<file path="src/rtl/serial_add_ctrl_pkg.sv">
// Shared definitions for the bit-serial adder controller: state encoding
// and the default operand width.
package serial_add_ctrl_pkg;

  localparam int DEF_WIDTH = 4;

  localparam logic [1:0] S_IDLE = 2'd0;
  localparam logic [1:0] S_RUN  = 2'd1;
  localparam logic [1:0] S_DONE = 2'd2;

  // Code 2'd3 is unused; the controller treats it as IDLE.
  typedef enum logic [1:0] {
    ST_IDLE = S_IDLE,
    ST_RUN  = S_RUN,
    ST_DONE = S_DONE
  } state_t;

endpackage

</file>
<file path="src/rtl/serial_add_ctrl_if.sv">
// Host-side handshake and operand/result bus of the serial adder.
// The host drives start/a/b; the controller drives busy/done/sum/carry.
interface serial_add_ctrl_if #(
  parameter int WIDTH = serial_add_ctrl_pkg::DEF_WIDTH
) ();

  logic             start;
  logic [WIDTH-1:0] a;
  logic [WIDTH-1:0] b;
  logic             busy;
  logic             done;
  logic [WIDTH-1:0] sum;
  logic             carry;

  modport master (
    output start, a, b,
    input  busy, done, sum, carry
  );

  modport slave (
    input  start, a, b,
    output busy, done, sum, carry
  );

endinterface

</file>
<file path="src/rtl/serial_add_ctrl_fa.sv">
// Single-bit adder cell shared by the serial adder: a full adder built
// from two half adders, with the two partial carries ORed together.
module half_adder (
  input  logic a,
  input  logic b,
  output logic sum,
  output logic cout
);

  assign sum  = a ^ b;
  assign cout = a & b;

endmodule

module full_adder_bit (
  input  logic a,
  input  logic b,
  input  logic cin,
  output logic sum,
  output logic cout
);

  logic w_s1;
  logic w_c1;
  logic w_c2;

  half_adder u_ha0 (
    .a    (a),
    .b    (b),
    .sum  (w_s1),
    .cout (w_c1)
  );

  half_adder u_ha1 (
    .a    (w_s1),
    .b    (cin),
    .sum  (sum),
    .cout (w_c2)
  );

  // At most one of the partial carries can be set, so OR equals the majority.
  assign cout = w_c1 | w_c2;

endmodule

</file>
<file path="src/rtl/serial_add_ctrl.sv">
// Bit-serial adder controller. Captures two WIDTH-bit operands on an
// accepted start, feeds one bit pair per cycle (LSB first) through a single
// full-adder cell, and publishes sum/carry with a one-cycle done pulse.
module serial_add_ctrl
  import serial_add_ctrl_pkg::*;
#(
  parameter int WIDTH = DEF_WIDTH
) (
  input  logic             clk,
  input  logic             rst,
  serial_add_ctrl_if.slave bus
);

  localparam int               CNT_W    = (WIDTH > 1) ? $clog2(WIDTH) : 1;
  localparam logic [CNT_W-1:0] CNT_LAST = CNT_W'(WIDTH - 1);

  state_t           r_state;
  state_t           w_next;
  logic [WIDTH-1:0] r_a_sh;
  logic [WIDTH-1:0] r_b_sh;
  logic [WIDTH-1:0] r_res_sh;
  logic [WIDTH-1:0] r_sum;
  logic             r_c;
  logic             r_carry;
  logic [CNT_W-1:0] r_cnt;

  logic             w_s;
  logic             w_co;
  logic             w_accept;
  logic             w_last;

  // The one shared adder cell works on the current LSBs and the saved carry.
  full_adder_bit u_fa (
    .a    (r_a_sh[0]),
    .b    (r_b_sh[0]),
    .cin  (r_c),
    .sum  (w_s),
    .cout (w_co)
  );

  assign w_accept = (r_state == ST_IDLE) && bus.start;
  assign w_last   = (r_state == ST_RUN) && (r_cnt == CNT_LAST);

  // State register; reset dominates a simultaneous start.
  always_ff @(posedge clk) begin
    if (rst) begin
      r_state <= ST_IDLE;
    end else begin
      r_state <= w_next;
    end
  end

  // Next-state logic: IDLE -> RUN on start, RUN -> DONE after the last bit,
  // DONE -> IDLE unconditionally. Any unused code falls back to IDLE.
  always_comb begin
    w_next = ST_IDLE;
    case (r_state)
      ST_IDLE: w_next = bus.start ? ST_RUN : ST_IDLE;
      ST_RUN:  w_next = (r_cnt == CNT_LAST) ? ST_DONE : ST_RUN;
      ST_DONE: w_next = ST_IDLE;
      default: w_next = ST_IDLE;
    endcase
  end

  // Operand capture, per-bit shifting and carry/counter update.
  always_ff @(posedge clk) begin
    if (rst) begin
      r_a_sh   <= '0;
      r_b_sh   <= '0;
      r_res_sh <= '0;
      r_c      <= 1'b0;
      r_cnt    <= '0;
    end else if (w_accept) begin
      r_a_sh   <= bus.a;
      r_b_sh   <= bus.b;
      r_res_sh <= '0;
      r_c      <= 1'b0;
      r_cnt    <= '0;
    end else if (r_state == ST_RUN) begin
      r_a_sh   <= r_a_sh >> 1;
      r_b_sh   <= r_b_sh >> 1;
      r_res_sh <= {w_s, r_res_sh[WIDTH-1:1]};
      r_c      <= w_co;
      // Hold on the last bit so the counter never has to represent WIDTH.
      if (!w_last) begin
        r_cnt <= r_cnt + CNT_W'(1);
      end
    end
  end

  // Result registers: loaded only on the final RUN edge, held otherwise,
  // so they stay stable while the next addition is in progress.
  always_ff @(posedge clk) begin
    if (rst) begin
      r_sum   <= '0;
      r_carry <= 1'b0;
    end else if (w_last) begin
      r_sum   <= {w_s, r_res_sh[WIDTH-1:1]};
      r_carry <= w_co;
    end
  end

  assign bus.busy  = (r_state != ST_IDLE);
  assign bus.done  = (r_state == ST_DONE);
  assign bus.sum   = r_sum;
  assign bus.carry = r_carry;

endmodule
</file>
<file path="src/flat_wrapper.sv">
// flat-port wrapper written by rule: the top's interface ports become plain ports
module serial_add_ctrl_flat import serial_add_ctrl_pkg::*;
#(
  parameter int WIDTH = DEF_WIDTH
)
  (clk, rst, bus_start, bus_a, bus_b, bus_busy, bus_done, bus_sum, bus_carry);
  serial_add_ctrl_if #(.WIDTH(WIDTH)) bus_i ();
  input  logic clk;
  input  logic rst;
  input wire logic [$bits(bus_i.start)-1:0] bus_start;
  input wire logic [$bits(bus_i.a)-1:0] bus_a;
  input wire logic [$bits(bus_i.b)-1:0] bus_b;
  output wire logic [$bits(bus_i.busy)-1:0] bus_busy;
  output wire logic [$bits(bus_i.done)-1:0] bus_done;
  output wire logic [$bits(bus_i.sum)-1:0] bus_sum;
  output wire logic [$bits(bus_i.carry)-1:0] bus_carry;
  assign bus_i.start = bus_start;
  assign bus_i.a = bus_a;
  assign bus_i.b = bus_b;
  assign bus_busy = bus_i.busy;
  assign bus_done = bus_i.done;
  assign bus_sum = bus_i.sum;
  assign bus_carry = bus_i.carry;
  serial_add_ctrl #(.WIDTH(WIDTH)) u_core (.clk(clk), .rst(rst), .bus(bus_i));
endmodule
</file>
<file path="config.mk">
export PLATFORM = sky130hd
export DESIGN_NAME = serial_add_ctrl_flat
export DESIGN_NICKNAME = d
export VERILOG_FILES = /design/src/rtl/serial_add_ctrl_pkg.sv /design/src/rtl/serial_add_ctrl_if.sv /design/src/rtl/serial_add_ctrl_fa.sv /design/src/rtl/serial_add_ctrl.sv /design/src/flat_wrapper.sv
export SDC_FILE = /design/constraint.sdc
export NUM_CORES = 1
export LEC_CHECK = 0
export ABC_CLOCK_PERIOD_IN_PS = 1600
export CAP_MARGIN = 5
export CELL_PAD_IN_SITES_DETAIL_PLACEMENT = 1
export CELL_PAD_IN_SITES_GLOBAL_PLACEMENT = 2
export CORE_ASPECT_RATIO = 0.75
export CORE_MARGIN = 10
export CORE_UTILIZATION = 31
export DETAILED_ROUTE_END_ITERATION = 7
export GPL_ROUTABILITY_DRIVEN = 0
export PLACE_DENSITY = 0.85
export RECOVER_POWER = 50
export SETUP_SLACK_MARGIN = 0.1
export SLEW_MARGIN = 10
export SYNTH_ARGS = -nofsm -noshare
export SYNTH_HDL_FRONTEND = slang
export SYNTH_SLANG_ARGS = --single-unit
</file>
<file path="constraint.sdc">
create_clock -name clk -period 1.6 [get_ports clk]
set_input_delay 0.32 -clock clk [delete_from_list [all_inputs] [get_ports clk]]
set_output_delay 0.32 -clock clk [all_outputs]
set_load 0.02 [all_outputs]
</file>
======== Word-level counts from Yosys, hierarchy flattened ========
Cells that the tools add are included.
storage, ports and cells
  output and inout port bits .............. 7
  input port bits ......................... 11
  logic and storage cells ................. 32
  bits in registers ....................... 22
cells by class
  equal/unequal tests ..................... 3
  multiplexer cells ....................... 7
  reduce and logical (&&, ||, !) cells .... 7
  bitwise logic cells ..................... 6
  $add $sub $neg .......................... 1
operators with widths
  kind                 number
  $mux 4               4
  $eq 2x2->1 const B   2
  $pmux 2 s2           1
  $reduce_bool 2->1    2
  $add 2x1->2 const B  1
  $and 1x1->1          2
  $eq 2x1->1 const B   1
  $logic_and 1x1->1    2
  $logic_not 2->1      1
  $mux 2               1
  $reduce_and 2->1     1
  $reduce_or 2->1      1
  $xor 1x1->1          2
  $mux 1               1
  $not 1->1            1
  $or 1x1->1           1

======== Logic depth before layout (Yosys ltp) ========
  depth after elaboration ................. 4
  depth in mapped cells ................... 5

======== Cells and area by module ========
A second synthesis with hierarchy kept.
second synthesis, totals
  cells, all modules ...................... 109
  area, all modules ....................... 919.6 µm²
by module, submodules not included
  module           sequential area each (µm²)  cells an instance  times used  area each (µm²)
  serial_add_ctrl  420.4                       106                1           888.4
  half_adder       0.0                         1                  2           12.5
  full_adder_bit   0.0                         1                  1           6.3

======== Worst setup path after synthesis ========
No wires, ideal clock.
  path type ............................... reg-to-reg
  from .................................... reg u_core.r_state[0]
  to ...................................... reg u_core.r_b_sh[0]
  library setup time ...................... 116 ps
  path buffers ............................ 1
  stages on the path, launching flop included .. 5
  path slack .............................. 457 ps
  required time ........................... 1484 ps
  arrival time ............................ 1027 ps
  cell sequence ........................... dfxtp_1 > buf_6 > or3b_1 > a21oi_1 > nor3_1
on the way
  cells in the longest elaborated chain, start to end .. 3
  elaborated cells on any way between the ends .. 5
  those cells by class .................... eq/ne (1); mux (1); reduce/logical (3)
ends and longest elaborated chain
  what                                         line                   RTL
  from (decl)                                  serial_add_ctrl.sv:17  state_t r_state;
  from (signal assigned)                       serial_add_ctrl.sv:49  r_state <= w_next;
  $logic_not 2->1                              serial_add_ctrl.sv:41  assign w_accept = (r_state == ST_IDLE) && bus.start;
  $logic_and 1x1->1                            serial_add_ctrl.sv:41
  $mux 4 or $reduce_bool 2->1 (tied branches)  -
  to (signal assigned)                         serial_add_ctrl.sv:75  r_b_sh <= bus.b;
  to (signal assigned)                         serial_add_ctrl.sv:81  r_b_sh <= r_b_sh >> 1;
  to (decl)                                    serial_add_ctrl.sv:20  logic [WIDTH-1:0] r_b_sh;
Several ways; a longest one is shown, not always the timed one.
A chain may end at the register's enable or synchronous reset.

======== Final worst setup path ========
  from .................................... in bus_start
  to ...................................... reg u_core.r_b_sh[1]
on the way
  cells in the longest elaborated chain, start to end .. 2
  elaborated cells on any way between the ends .. 3
  those cells by class .................... mux (1); reduce/logical (2)
ends and longest elaborated chain
  what                                         line                   RTL
  from (decl)                                  flat_wrapper.sv:10     input wire logic [$bits(bus_i.start)-1:0] bus_start;
  $logic_and 1x1->1 *                          serial_add_ctrl.sv:41
  $mux 4 or $reduce_bool 2->1 (tied branches)  -
Every way passes the cells marked *; elsewhere a longest branch is shown, timed or not.

==> PnR_summary.wiki <==
{| class="wikitable"
! Metric !! Value
|-
| Result of the run || complete, no violations
|-
| Actual transition at the worst max-transition pin || 0.400 ns
|-
| Share of the clock period used by the worst path after layout || between 90% and 100%
|-
| Category of the most critical setup path || in -> reg
|-
| HPWL after DPL || roughly 1700 um
|-
| Synthesis-to-layout area growth || 24.0%
|-
| Source of the worst hold timing path || u_core.r_a_sh[3]
|-
| Core box area || between 2000 and 3000 um^2
|-
| Number of optimization iterations in the first detailed-route pass || 3
|-
| Total number of yosys warnings || 0
|-
| Total Die Area || 5650 um^2
|-
| Hold Path Class || reg -> reg
|-
| Number of endpoints with negative hold slack in the final report || 0
|-
| Ratio of total power to cell area || 916 nW/um^2
|-
| Number of distinct library cells after synthesis || 27
|-
| Max-slew violation total from the final report || 0
|-
| Cell area after synthesis || ~940 um^2
|-
| Row Count || 17
|-
| Clock Skews || 0.000888 ns
|-
| Number of buffers inserted for hold repair after clock tree synthesis || 0
|-
| Top-level port count || 18
|-
| Initial Utilization || between 30% and 40%
|-
| Wire length per cell || around 15 um
|-
| Gr ovfl total || 0
|-
| Average cell area after synthesis || around 10 um^2
|-
| Area of placed instances || 1130 um^2
|-
| Die height || just under 70 um
|-
| Post-synthesis cell type with the largest combined area || sky130_fd_sc_hd__dfxtp_1
|-
| End of the worst register-to-register path || u_core.bus.sum[2]
|-
| Max cap viols || 0
|-
| Via density per instance || roughly 4.6
|-
| Relative max-transition margin || roughly 73%
|-
| Fraction of layout instances using a drive strength above 1 || about 14%
|-
| DP Worst Slack || -0.201 ns
|-
| Routed WL || between 2000 and 2500 um
|-
| Total CTS buffers || 3
|-
| Via count of the routed design || between 600 and 700
|-
| Crit path max fanout || 6
|-
| Worst vdd rail ir drop || 0.000409 V
|-
| Yosys top cell area share || around 45%
|-
| Count of state elements after synthesis || 21
|-
| Clock tree sinks || 21
|-
| Upper clock frequency limit || a little under 700 MHz
|-
| Number of endpoints failing setup at the final stage || 0
|-
| Post-layout worst setup margin || roughly 0.14 ns
|-
| Initial antenna violation count || 0
|-
| Required time of the worst setup path || roughly 1.8 ns
|-
| Startpoint of the worst setup timing path || bus_start
|-
| RSZ-0062 raised after global routing || no
|-
| Fin crit period || roughly 1.5 ns
|-
| Placed Cells || 147
|-
| Detailed router's first-iteration violation count || 36
|-
| Launching element type of the critical path || input port
|-
| Aggregate negative setup slack || 0 ns
|-
| Clock-pin slew reported for the worst setup and hold paths after clock tree synthesis || 0.08 ns
|-
| Max Buffers Root-to-Sink || 2
|-
| End of the critical path || u_core.r_b_sh[1]
|-
| Seq/Total Area, Yosys || between 40% and 50%
|-
| Port buffer count || 17
|-
| Final Instance Count excl. Fillers || approximately 150
|-
| Total GRT Usage || approximately 8.1%
|-
| Number of global-route vias before repair || 693
|-
| Maximum number of pins on one net before global-route repair || 13
|-
| Global-route wire length before repair || 3630 um
|-
| Synthesized netlist cell count || 93
|-
| Number of fill cells || ~350
|-
| Biggest area contributors in the synthesized netlist || sky130_fd_sc_hd__dfxtp_1 45%, sky130_fd_sc_hd__mux2i_1 13%, sky130_fd_sc_hd__nor2_1 7.6%
|-
| Die W || 83.5 um
|-
| Antenna Nets Post-Route || 0
|-
| CP Data Arrival Time || around 1.6 ns
|-
| Worst R2R Path Depth || 4
|-
| Capturing element type of the critical path || register
|-
| Net count of the mapped netlist || 106
|-
| CTS tree || done
|-
| Cell chosen for the clock root || sky130_fd_sc_hd__clkbuf_8
|-
| Power, Total || 1060 uW
|-
| Fin nets || 127
|-
| Residual DRC || 0
|-
| Depth of the CTS H-tree || 1
|-
| Worst setup slack for register-to-register paths || approximately 0.19 ns
|-
| Antenna Diode Count || 0
|-
| Leakage power figure || 0.000532 uW
|-
| Clock insertion delay at the later pin of the skew report || ~0.26 ns
|-
| Worst reg2reg path startpoint || u_core.r_cnt[0]
|-
| Design Area, Final || 1160 um^2
|}
## sequential cells by signal, summed over array words and instances, names as in the netlist
name / count
u_core.r_a_sh: 4
u_core.r_cnt: 2
u_core.bus.carry: 1
u_core.r_b_sh: 4
u_core.r_res_sh: 3
u_core.r_c: 1
u_core.r_state: 2
u_core.bus.sum: 4
## synth_stat cells
cell type	instances
sky130_fd_sc_hd__nand3_1	2
sky130_fd_sc_hd__xnor2_1	1
sky130_fd_sc_hd__buf_4	1
sky130_fd_sc_hd__nand3b_2	1
sky130_fd_sc_hd__o21ai_0	1
sky130_fd_sc_hd__buf_12	1
sky130_fd_sc_hd__nand2b_4	1
sky130_fd_sc_hd__mux2i_1	12
sky130_fd_sc_hd__nand2b_2	1
sky130_fd_sc_hd__nor2b_1	1
sky130_fd_sc_hd__ha_1	1
sky130_fd_sc_hd__o21ba_2	1
sky130_fd_sc_hd__or2_2	1
sky130_fd_sc_hd__clkbuf_1	1
sky130_fd_sc_hd__nor3b_4	1
sky130_fd_sc_hd__nor3_1	3
sky130_fd_sc_hd__nand2_1	3
sky130_fd_sc_hd__nor2_1	19
sky130_fd_sc_hd__a211oi_1	3
sky130_fd_sc_hd__buf_6	2
sky130_fd_sc_hd__nand2b_1	3
sky130_fd_sc_hd__a21oi_1	6
sky130_fd_sc_hd__dfxtp_1	21
sky130_fd_sc_hd__or3b_2	2
sky130_fd_sc_hd__or3b_1	2
sky130_fd_sc_hd__nor3b_1	1
sky130_fd_sc_hd__fa_1	1
## cell families after synthesis
family                     synth area share (%)
adders and majority gates                  3.47
DFF                                        44.9
AOI/OAI and AO/OA                          7.21
buffers and inverters                      5.74
xor gates and xnor gates                  0.935
muxes                                      12.8
and+or+nand+nor                            25.0
## cell type report
class / count / area [um^2] / share of cell area [%]
multi-input cells: 67 / 462 / 39.7
flip-flops and latches: 21 / 420 / 36.2
repair buffers: 21 / 186 / 16.0
well taps: 38 / 47.5 / 4.09
clock buffers: 3 / 41.3 / 3.55
clock inverters: 1 / 5.00 / 0.431
## metal layers
metal | vias up | GRT usage, % | wire length [um]
met5 | - | 0 | 0
met4 | 0 | 1.88 | 12
met3 | 2 | 3.49 | 90
met2 | 13 | 13.2 | 988
met1 | 325 | 9.69 | 1150
li1 | 354 | - | -
## power breakdown
group / switching [uW] / leakage (uW) / total [uW] / internal, uW
logic: 73.0 / 0.000335 / 153 / 79.8
registers: 15.7 / 0.000171 / 561 / 546
clock network: 176 / 0.0000255 / 350 / 173
## cell usage in the layout (no fill, tap or decap), types with 2 or more instances in the layout
master	synthesis	layout
sky130_fd_sc_hd__a211oi_1	3	3
sky130_fd_sc_hd__clkdlybuf4s50_1	0	10
sky130_fd_sc_hd__a21oi_1	6	6
sky130_fd_sc_hd__mux2i_1	12	12
sky130_fd_sc_hd__dlygate4sd2_1	0	6
sky130_fd_sc_hd__nor2_1	19	19
sky130_fd_sc_hd__clkbuf_8	0	3
sky130_fd_sc_hd__nand2b_1	3	3
sky130_fd_sc_hd__buf_4	1	4
sky130_fd_sc_hd__dfxtp_1	21	21
sky130_fd_sc_hd__nor3_1	3	3
sky130_fd_sc_hd__or3b_2	2	2
sky130_fd_sc_hd__nand3_1	2	2
sky130_fd_sc_hd__nand2_1	3	3
## worst min-delay path by stage
stage | end | slack, ns | cells after the start
global placement | u_core.r_b_sh[3] | 0.46 | 2
CTS | u_core.r_a_sh[3] | 0.48 | 2
detailed placement | u_core.r_a_sh[3] | 0.47 | 2
global route | u_core.r_b_sh[3] | 0.51 | 2
finish | u_core.r_a_sh[3] | 0.48 | 2
floorplan | u_core.r_a_sh[1] | 0.39 | 1
## metrics by stage
step / hold slack, ns / util [%]
after global placement: 0.456 / 38.8
after floorplan: 0.393 / -
after CTS: 0.479 / 40.2
final: 0.476 / 39.9
after global routing: 0.506 / 39.9
after detailed placement: 0.468 / 38.8
## worst max-delay path, stage by stage
cell                              delay, ns
sky130_fd_sc_hd__clkdlybuf4s50_1       0.56
sky130_fd_sc_hd__or3b_2                0.46
sky130_fd_sc_hd__a21oi_1               0.19
sky130_fd_sc_hd__nor3_1                0.07
## repair_timing
item | 4_1_cts | 5_1_grt
endpoints found under the setup margin | 12 | 1
setup buffers | 0 | 0
gates cloned | 0 | 0
resized for setup | 8 | 2
No activity file was read; power rests on OpenSTA's default activity.
